==> src/rtl/data_stack.sv <==
// ============================================================================
//  Module      : data_stack
//  Description : Operand stack with the top two entries held in registers and
//                deeper entries spilled into an internal circular array.
//                Optional guard checking is enabled by defining the macro
//                DSTACK_GUARD_EN (suppresses illegal ops, sets sticky flags).
//  Revision    : 1.0 - initial release
// ============================================================================
`default_nettype none

module data_stack #(
  parameter int WIDTH = 16,
  parameter int DEPTH = 32
) (
  input  logic                     CLK,
  input  logic                     reset,
  input  logic [2:0]               stackOP,
  input  logic [WIDTH-1:0]         wdata,
  output logic [WIDTH-1:0]         top,
  output logic [WIDTH-1:0]         next,
  output logic [$clog2(DEPTH):0]   depth,
  output logic                     empty,
  output logic                     full,
  output logic                     overflow,
  output logic                     underflow
);

  localparam int AW = $clog2(DEPTH);

  localparam logic [AW:0] C_DEPTH_MAX = (AW+1)'(DEPTH);
  localparam logic [AW:0] C_ONE       = (AW+1)'(1);
  localparam logic [AW:0] C_TWO       = (AW+1)'(2);
  localparam logic [AW:0] C_THREE     = (AW+1)'(3);
  localparam logic [AW:0] C_FOUR      = (AW+1)'(4);

  localparam logic [2:0] C_OP_PUSH = 3'd1;
  localparam logic [2:0] C_OP_BIN  = 3'd2;
  localparam logic [2:0] C_OP_POP  = 3'd3;
  localparam logic [2:0] C_OP_POP2 = 3'd4;
  localparam logic [2:0] C_OP_SWAP = 3'd5;

  logic [WIDTH-1:0] r_top, r_next;
  logic [AW:0]      r_depth;
  // Logical array entry i lives at physical slot r_base + i; r_base only moves
  // when a push at full discards the oldest entry, avoiding a physical shift.
  logic [AW-1:0]    r_base;
  logic [WIDTH-1:0] r_mem [DEPTH];

  logic [WIDTH-1:0] w_top_n, w_next_n;
  logic [AW:0]      w_depth_n;
  logic [AW-1:0]    w_base_n;
  logic             w_we;
  logic             w_block;
  logic             w_full;
  logic [AW-1:0]    w_wr_idx, w_rd3_idx, w_rd4_idx;
  logic [WIDTH-1:0] w_arr3, w_arr4;

  assign w_full    = (r_depth == C_DEPTH_MAX);
  assign w_wr_idx  = r_base + r_depth[AW-1:0] - AW'(2);
  assign w_rd3_idx = r_base + r_depth[AW-1:0] - AW'(3);
  assign w_rd4_idx = r_base + r_depth[AW-1:0] - AW'(4);
  // Array slots above the live region are stale; only read entries that exist
  assign w_arr3    = (r_depth >= C_THREE) ? r_mem[w_rd3_idx] : '0;
  assign w_arr4    = (r_depth >= C_FOUR)  ? r_mem[w_rd4_idx] : '0;

  // Next-state computation; missing entries read as zero, depth saturates at 0
  always_comb begin
    w_top_n   = r_top;
    w_next_n  = r_next;
    w_depth_n = r_depth;
    w_base_n  = r_base;
    w_we      = 1'b0;
    case (stackOP)
      C_OP_PUSH: begin
        w_top_n  = wdata;
        w_next_n = r_top;
        w_we     = (r_depth >= C_TWO);
        if (w_full) w_base_n  = r_base + AW'(1);
        else        w_depth_n = r_depth + C_ONE;
      end
      C_OP_BIN: begin
        w_top_n   = wdata;
        w_next_n  = w_arr3;
        w_depth_n = (r_depth >= C_ONE) ? r_depth - C_ONE : '0;
      end
      C_OP_POP: begin
        w_top_n   = r_next;
        w_next_n  = w_arr3;
        w_depth_n = (r_depth >= C_ONE) ? r_depth - C_ONE : '0;
      end
      C_OP_POP2: begin
        w_top_n   = w_arr3;
        w_next_n  = w_arr4;
        w_depth_n = (r_depth >= C_TWO) ? r_depth - C_TWO : '0;
      end
      C_OP_SWAP: begin
        w_top_n  = r_next;
        w_next_n = r_top;
      end
      default: ;
    endcase
    // Registers for absent entries always hold zero
    if (w_depth_n == '0)  w_top_n  = '0;
    if (w_depth_n < C_TWO) w_next_n = '0;
  end

`ifdef DSTACK_GUARD_EN
  logic [AW:0] w_req;
  logic        w_under, w_over;
  logic        r_ovf, r_unf;

  // Minimum number of entries each opcode needs before it may execute
  always_comb begin
    w_req = '0;
    case (stackOP)
      C_OP_BIN, C_OP_POP2, C_OP_SWAP: w_req = C_TWO;
      C_OP_POP:                       w_req = C_ONE;
      default:                        w_req = '0;
    endcase
  end

  assign w_under = (r_depth < w_req);
  assign w_over  = (stackOP == C_OP_PUSH) && w_full;
  assign w_block = w_under | w_over;

  // Sticky error flags, cleared only by reset
  always_ff @(posedge CLK or posedge reset) begin
    if (reset) begin
      r_ovf <= 1'b0;
      r_unf <= 1'b0;
    end else begin
      if (w_over)  r_ovf <= 1'b1;
      if (w_under) r_unf <= 1'b1;
    end
  end

  assign overflow  = r_ovf;
  assign underflow = r_unf;
`else
  assign w_block   = 1'b0;
  assign overflow  = 1'b0;
  assign underflow = 1'b0;
`endif

  // Top/next/depth state; a blocked op leaves everything unchanged
  always_ff @(posedge CLK or posedge reset) begin
    if (reset) begin
      r_top   <= '0;
      r_next  <= '0;
      r_depth <= '0;
      r_base  <= '0;
    end else if (!w_block) begin
      r_top   <= w_top_n;
      r_next  <= w_next_n;
      r_depth <= w_depth_n;
      r_base  <= w_base_n;
    end
  end

  // Spill the old next into the array on push; contents are never reset
  always_ff @(posedge CLK) begin
    if (w_we && !w_block) r_mem[w_wr_idx] <= r_next;
  end

  assign top   = r_top;
  assign next  = r_next;
  assign depth = r_depth;
  assign empty = (r_depth == '0);
  assign full  = w_full;

endmodule

`default_nettype wire

==> config.mk <==
export PLATFORM = sky130hd
export DESIGN_NAME = data_stack
export DESIGN_NICKNAME = d
export VERILOG_FILES = /design/src/rtl/data_stack.sv
export SDC_FILE = /design/constraint.sdc
export NUM_CORES = 1
export LEC_CHECK = 0
export BUFFER_PORTS_ARGS = -buffer_cell sky130_fd_sc_hd__buf_2
export CORE_MARGIN = 8
export CORE_UTILIZATION = 45
export CTS_BUF_LIST = sky130_fd_sc_hd__clkbuf_2 sky130_fd_sc_hd__clkbuf_4 sky130_fd_sc_hd__clkbuf_8
export DETAILED_ROUTE_END_ITERATION = 12
export PLACE_DENSITY = 0.59
export SLEW_MARGIN = 40
export SYNTH_ARGS = -nofsm -noshare
export SYNTH_HDL_FRONTEND = slang
export SYNTH_SLANG_ARGS = --single-unit
==> constraint.sdc <==
create_clock -name CLK -period 5.7 [get_ports CLK]
set_input_delay 0.57 -clock CLK [delete_from_list [all_inputs] [get_ports CLK]]
set_output_delay 0.57 -clock CLK [all_outputs]
set_load 0.01 [all_outputs]
Yosys cells after proc, flatten, opt, wreduce, memory -nomap -nowiden. Memory sizes are Yosys's and may differ from the RTL's. Index checks and enable logic that the tools add are counted. Widths: inputs -> output; s select.

Add/sub/neg operators: 8. Multiply operators: 0. Divide/modulo/power cells: 0. Order comparisons: 5. Equal/unequal tests: 6. Shifts and indexed selects: 0. Mux-type cells: 13. Bitwise gates (word level): 0. Reductions and logical operators: 9.

Operators by type and width (number): $pmux 16 s3 (2); $mux 16 (4); $mux 6 (3); $pmux 6 s3 (1); $ge 6x2->1 const B (2); $logic_not 6->1 (2); $sub 5x2->5 const B (2); $reduce_bool 4->1 (2); $reduce_or 2->1 (4); $add 6x1->6 const B (1); $eq 3x2->1 const B (2); $eq 3x3->1 const B (2); $eq 6x6->1 const B (1); $ge 6x1->1 const B (1); $ge 6x3->1 const B (1); $lt 6x2->1 const B (1); $sub 6x1->6 const B (1); $sub 6x2->6 const B (1); $add 5x1->5 const B (1); $add 5x5->5 (1); $sub 5x3->5 const B (1); $eq 3x1->1 const B (1); $mux 1 (3); $reduce_and 2->1 (1).

Register bits after elaboration: 43. Latch bits: 0. Bits in writable memories: 512. ROM bits: 0. Bits of input ports: 21. Output and inout bits: 42. Memories: 1.

Memory list: r_mem (depth 32, bits a word 16, rd ports 2, clocked after Yosys merged registers in 0, write ports 1, line 47) `logic [WIDTH-1:0] r_mem [DEPTH];`.

Depth between registers and ports, before layout. Gate-level depths: netlist of the first run. An unclocked memory read counts as a cell.

Depth in word-level cells: 6. Mapped depth: 15. Gate-level depth less buffers: 12.

Least setup slack after synthesis of the first run. OpenSTA, ideal clock, no wires.

Kind: reg-to-reg. Start: reg r_depth[0] (netlist: depth[0]). End: mem r_mem[16][0] (enable). Arrival: 3.943 ns. Required time: 5.312 ns. Setup slack: 1.369 ns. Cell stages (with the launch flop): 13. Path buffers: 2. Clock period less this slack: 4.331 ns. Path through: dfrtp_1 -> ha_1 -> fa_1 -> xor2_2 -> clkbuf_1 -> inv_1 -> ha_1 -> nand2_1 -> nand2_1 -> xnor2_1 -> or2_2 -> clkbuf_1 -> nor2_1.

Word-level cells in the longest chain between the ends: 4. Elaborated cells between the ends (all ways): 6.

Ends and longest elaborated chain: start, declared (line 43) `logic [AW:0] r_depth;`; start signal, assigned (line 155) `r_depth <= w_depth_n;`; parallel branches: the longest is 4 deep, another holds $add 5x5->5; end, declared (line 47).

Parallel ways; which one is timed is not known.

Worst setup path in the final report of the first run.
Start: reg r_depth[0] (netlist: depth[0]). End: reg r_next[7] (netlist: next[7]).

Word-level cells in the longest chain between the ends: 6. Elaborated cells between the ends (all ways): 22.

Ends and longest elaborated chain: $add 5x5->5 (line 60, 61); $sub 5x3->5 / $sub 5x2->5 (equally long branches) (line 61, 60); $mem_v2 32x16; $mux 16, on equally long branches (line 64, 63); $pmux 16 s3 (line 73) `case (stackOP)`; $mux 16 (line 104) `if (w_depth_n < C_TWO) w_next_n = '0;`; end signal, assigned (line 154) `r_next <= w_next_n;`; end, declared (line 42) `logic [WIDTH-1:0] r_top, r_next;`.

Several ways; a longest one is shown, not always the timed one. A chain may end at the register's enable or synchronous reset.

==> results of run 1 <==
## path summary, 6_finish.rpt
kind,end,slack [ns],depth (start not counted)
max,next[7],1.31,10
min,top[12],0.26,3
max reg2reg,next[7],1.31,10
min reg2reg,r_base[4],0.50,1
max in group asynchronous,next[0],4.69,3
min in group asynchronous,next[12],0.53,3
## Yosys cell counts, types with 12 or more instances
cell type  number  share of area
a21oi_1        23         0.0043
nor2_1         58         0.0081
nand3_1        14         0.0026
buf_1          30         0.0042
buf_2          12         0.0022
o22ai_1        12         0.0028
o41a_1         15         0.0063
o221ai_1       15         0.0049
mux2i_1       100          0.037
nand2_1        13         0.0018
inv_1          13         0.0018
mux4_2        286           0.24
clkbuf_1       65         0.0091
nor2b_1        36         0.0084
a22o_1         16         0.0052
dfrtp_1        43          0.040
a22oi_1        31         0.0086
edfxtp_1      512           0.57
ha_1           21         0.0098
## flip-flops by register name (all words and copies together), names as in the netlist
register  flops
r_mem       512
depth         6
next         16
top          16
r_base        5
## placed cells by master, fill, tap and decap left out, drive strengths merged, types with 13 or more instances in the layout
cell    Yosys  layout
nand3      14      14
clkbuf     65     122
dfrtp      43      43
buf        46     131
o221ai     15      15
clkinv      0      46
mux4      286     286
nand2      13      13
nor2b      36      36
o41a       15      15
a22oi      31      31
edfxtp    512     512
a22o       16      16
a21oi      23      23
inv        13      16
o22ai      17      17
mux2i     100     100
nor2       58      58
ha         21      21
## report_power, final
part / switching, W / internal [W] / total [W]
Combinational: 0.00637 / 0.00576 / 0.0121
Sequential: 0.000436 / 0.00512 / 0.00556
Clock: 0.00164 / 0.00196 / 0.00360
## per-stage QoR
step | hold WS [ns] | util | total power (W)
final | 0.263 | 0.516 | 0.0213
after global routing | 0.255 | 0.516 | 0.0223
after CTS | 0.195 | 0.515 | 0.0215
after detailed placement | 0.492 | 0.483 | 0.0178
after global placement | 0.485 | 0.482 | 0.0178
after floorplan | 0.466 | - | 0.0141
## routing by layer
metal	vias up	track usage	wire, µm
met4	0	0.0829	2320
met5	-	0	0
li1	6322	-	-
met3	114	0.0562	6250
met2	702	0.362	36500
met1	8247	0.302	31400
## logic make-up after synthesis
logic type | synth area share
flip-flops | 0.611
multiplexers | 0.277
AND/OR/NAND/NOR | 0.0301
AO/OA/AOI/OAI | 0.0455
buffers and inverters | 0.0187
adder cells (fa/ha/maj) | 0.0105
XOR/XNOR | 0.00683
other | 0.000139
## critical path: cells and delay by family (launching register included)
| family | cells | cell delay [ns] |
|---|---|---|
| compound gates | 2 | 0.55 |
| mux | 3 | 1.07 |
| buf+inv | 1 | 0.36 |
| fa+ha+maj | 3 | 1.57 |
| flops | 1 | 0.60 |
| simple gates | 1 | 0.06 |
## area by class of cell
type | count | area (µm²) | area share
inverters | 13 | 51.3 | 0.00168
clock buffers | 122 | 1540 | 0.0505
repair buffers | 132 | 991 | 0.0325
clock inverters | 54 | 363 | 0.0119
multi-input cells | 742 | 10100 | 0.332
well taps | 773 | 967 | 0.0317
diodes | 1 | 2.50 | 0.0000820
flip-flops and latches | 555 | 16500 | 0.539
==> metrics, run 1 <==
number of flops mapped to enable cells by yosys 512; fin crit period 4.39 ns; largest net degree at the start of global routing 131; crit path from depth[0]; register area share after synthesis 0.611; Total Wirelength 76.4 mm; Fin Setup TNS 0 ns; layout cells sized above 1 0.386; Mapped Cells 1420; Sink Count 555; die height 261 µm; IO buf count 60; DR WL/cell 32.0 µm; CTS tree done; post_cts resized 0; synthesis-stage register bit count 555; clk_lat worst skew 0.69 ns; Synth cell types 60; worst-path cell chain ha_4 -> fa_4 -> ha_4 -> buf_12 -> mux4_2 -> mux2i_1 -> mux2i_1 -> a22oi_1 -> nor2_1 -> o41a_1; Max-Slew Margin vs Limit 0.430; Clock Path Buffers 3; initial antenna violation count 1; Finished Layout Cells 2392; vias in the first global route 15.9k; Hold/Removal Path Class in2reg; final estimated routing congestion in global placement 0.921; io pins 63; Yosys warnings 0; Die X 261 µm; Initial Util 0.455; DP HPWL 47.7 mm; Placed Area 28500 µm²; fillcell total 4714; FFs w/ async S/R, synth 0.0775; Arr. time, crit path 4.95 ns; DR iter-0 viols 1657; row cnt 89; max_cap viols 0; CTS Buf Count 94; Root Buffer clkbuf_8; final setup fails 0; Core Area 59100 µm²; die area 67900 µm²; Post-DRT Antenna Nets 0; startpoint types flop; Area Growth Syn to Fin 13.4%; PwrDens 698 nW/µm²; reg2reg start depth[0]; Nets 1581; htree depth 3; Worst Skew 0.0355 ns; Clock transition at path regs 0.06 ns; DR pass1 iterations 6; Slew @ Worst Pin 0.855 ns; RSZ-0062 raised after global routing no; critical path class reg2reg; CP max stage delay 0.70 ns; critical path fanouts, max 36; wire length of the first global-routing pass 111 mm; Hold Fails Final Rpt 0; Min-Delay Startpoint wdata[12]; outcome completed; setup ws final 1.31 ns; setup bufs post-CTS 0; Critical Path End Type flop; drt via density 6.43; total track usage 0.227; DRC viols 0; grt total ovfl 0; DP Cell Count 2212; period utilisation layout 0.770; Design Area, Final 30500 µm²; via count 15.4k; Mean Syn Cell Area 19.0 µm²; VDD IR-drop max 565 µV; P_leak 10.2 nW; ys flop type edfxtp_1; fmax 228 MHz; cell area after synthesis 26900 µm²; Slowest-stage cell, CP fa_4; max-slew violations 0; post-cts hold buffer count 1; pre-CTS setup slack 1.23 ns; Critical Path RT 6.26 ns
(Power assumes the default switching activity.)
==> run 2: changes to the inputs <==
--- a/config.mk
+++ b/config.mk
@@ -10,7 +10,7 @@
 export CORE_UTILIZATION = 45
 export CTS_BUF_LIST = sky130_fd_sc_hd__clkbuf_2 sky130_fd_sc_hd__clkbuf_4 sky130_fd_sc_hd__clkbuf_8
 export DETAILED_ROUTE_END_ITERATION = 12
-export PLACE_DENSITY = 0.59
+export PLACE_DENSITY = 0.61
 export SLEW_MARGIN = 40
 export SYNTH_ARGS = -nofsm -noshare
 export SYNTH_HDL_FRONTEND = slang
==> constraint.sdc (replaced) <==
create_clock -name CLK -period 3.9 [get_ports CLK]
set_input_delay 0.39 -clock CLK [delete_from_list [all_inputs] [get_ports CLK]]
set_output_delay 0.39 -clock CLK [all_outputs]
set_load 0.01 [all_outputs]
==> run 2 against run 1 <==
  * Clock power is 38% higher
  * Register-to-register slack worse by 1.2 ns
  * Via count is 3.3% higher
  * Final cell count is 1.4% higher
  * Global-route usage is 0.18 points higher
  * Clock skew is 0.0069 ns lower
  * Setup slack worse by 1.2 ns
  * Die area stayed put
  * Largest cell class unchanged
==> metrics, run 2 (same netlist as run 1, synthesis figures left out) <==
Hold/Removal Path Class in2reg; vias in the first global route 15.9k (+0.17%); period utilisation layout 0.968 (+0.198); switching power 0.0125 W (+48%); DP HPWL 48.6 mm (+1.9%); via count 15.9k (+3.3%); io pins 63 (unchanged); P_leak 10.5 nW (+2.4%); IO buf count 60 (unchanged); VDD IR-drop max 714 µV (+26%); Clock Path Buffers 3 (unchanged); htree depth 3 (unchanged); Clock transition at path regs 0.06 ns (about the same); Die X 261 µm (unchanged); critical path class reg2reg; Placed Area 29300 µm² (+2.6%); max_cap viols 0 (unchanged); fmax 265 MHz (+16%); outcome completed; Sink Count 555 (unchanged); CTS tree done; most frequent cells in the layout edfxtp_1 (512), mux4_2 (286), mux2i_1 (98), clkbuf_8 (96), buf_4 (78); RSZ-0062 raised after global routing no; Slew @ Worst Pin 0.808 ns (-0.0471 ns); critical path fanouts, max 22 (-39%); layout cells sized above 1 0.407 (+0.0204); fillcell total 4594 (-2.5%); initial antenna violation count 4 (+3); Post-DRT Antenna Nets 0 (unchanged); DR WL/cell 31.9 µm (-0.20%); clock network power share 0.156 (-0.013); Finished Layout Cells 2426 (+1.4%); FF/Latch Area 16500 µm² (about the same); Root Buffer clkbuf_8; Max-Slew Margin vs Limit 0.457 (+0.0273); final setup fails 0 (unchanged); DR iter-0 viols 1848 (+12%); Gate power share 0.587 (+0.017); Design Area, Final 31100 µm² (+1.8%); Core Area 59100 µm² (unchanged); area of the multi-input gates 10100 µm² (-0.15%); sequential power share 0.257 (-0.004); die height 261 µm (unchanged); PwrDens 1020 nW/µm² (+46%); Pint 0.0192 W (+50%); clk_lat worst skew 0.68 ns (about the same); die area 67900 µm² (unchanged); DR pass1 iterations 6 (unchanged); max FFs per register 512 (unchanged); fin crit period 3.77 ns (-0.611 ns); drt via density 6.55 (+1.8%); Critical Path End Type flop; total track usage 0.229 (+0.00182); max-slew violations 0 (unchanged); Sw Ratio 0.394 (-0.00240); wire length of the first global-routing pass 112 mm (+1.1%); CTS Buf Count 91 (-3.2%); DRC viols 0 (unchanged); Total Wirelength 77.4 mm (+1.2%); Initial Util 0.455 (unchanged); Hold Fails Final Rpt 0 (unchanged); largest net degree at the start of global routing 83 (-37%); Biggest register r_mem; startpoint types flop; grt total ovfl 0 (unchanged); row cnt 89 (unchanged); DP Cell Count 2262 (+2.3%); Worst Skew 0.0286 ns (-0.00691 ns); Arr. time, crit path 4.32 ns (-0.63 ns); Area Growth Syn to Fin 15.4%; Nets 1626 (+2.8%); final estimated routing congestion in global placement 0.938 (+1.9%); Critical Path RT 4.45 ns (-1.81 ns); most common cell after layout, fill and taps aside edfxtp_1
## run 2: changes by cell type in the layout (fill, tap and decap cells not counted), sizes merged
cell / before / now
bufinv: 4 / 2
clkinv: 46 / 41
diode: 1 / 3
buf: 131 / 179
clkbuf: 122 / 113
## run 2: critical path, cell delays in order, from the launching register on
cell     delay [ns]
dfrtp_1        0.44
ha_4           0.19
fa_4           0.63
ha_4           0.36
buf_12         0.14
buf_12         0.21
mux4_2         0.52
mux2i_1        0.41
mux2i_1        0.19
a22oi_1        0.17
nor2_1         0.06
o41a_1         0.31
## run 2: worst paths after layout
check / startpoint / endpoint / slack (ns) / cells past startpoint
setup / recovery: r_base[0] / next[8] / 0.13 / 11
hold / removal: wdata[9] / top[9] / 0.05 / 3
setup reg to reg: r_base[0] / next[8] / 0.13 / 11
hold reg to reg: r_base[4] / r_base[4] / 0.49 / 1
max in group asynchronous: reset / next[12] / 2.69 / 4
min in group asynchronous: reset / depth[4] / 0.34 / 3
## run 2: stage by stage
stage / hold slack [ns] / setup WS, ns / util / setup TNS, ns / total power [W]
6_report: 0.0496 / 0.125 / 0.525 / 0 / 0.0317
3_3_place_gp: 0.482 / 0.0916 / 0.495 / 0 / 0.0269
3_5_place_dp: 0.484 / 0.0772 / 0.495 / 0 / 0.0270
4_1_cts: 0.00877 / 0.0722 / 0.525 / 0 / 0.0320
5_1_grt: 0.0461 / 0.0220 / 0.525 / 0 / 0.0332
2_1_floorplan: 0.466 / -0.0898 / - / -36.69 / 0.0207
## run 2: layer usage
layer | vias to the layer above | track usage | routed length [µm]
met4 | 2 | 0.0675 | 1910
met2 | 829 | 0.351 | 36200
met5 | - | 0 | 8
li1 | 6418 | - | -
met1 | 8520 | 0.326 | 31800
met3 | 123 | 0.0524 | 7510
## run 2: layout make-up
cell class	instances	area share
clock inverter	47	0.00967
antenna	3	0.000242
tap	773	0.0311
sequential	555	0.530
clock buffer	113	0.0466
timing repair buffer	180	0.0550
inverter	13	0.00157
multi-input combinational	742	0.326
## run 2: power groups by stage
stage               combinational, W  clock [W]  sequential (W)
floorplan                     0.0125          0         0.00820
global placement              0.0187          0         0.00821
detailed placement            0.0188          0         0.00825
CTS                           0.0188    0.00508         0.00812
global route                  0.0197    0.00532         0.00819
finish                        0.0186    0.00496         0.00815
## run 2: timing repair
item,4_1_cts,5_1_grt
hold buffers,1,0
resized for setup,0,4
endpoints found under the setup margin,0,4
hold endpoints to repair,21,0
setup buffers,0,0
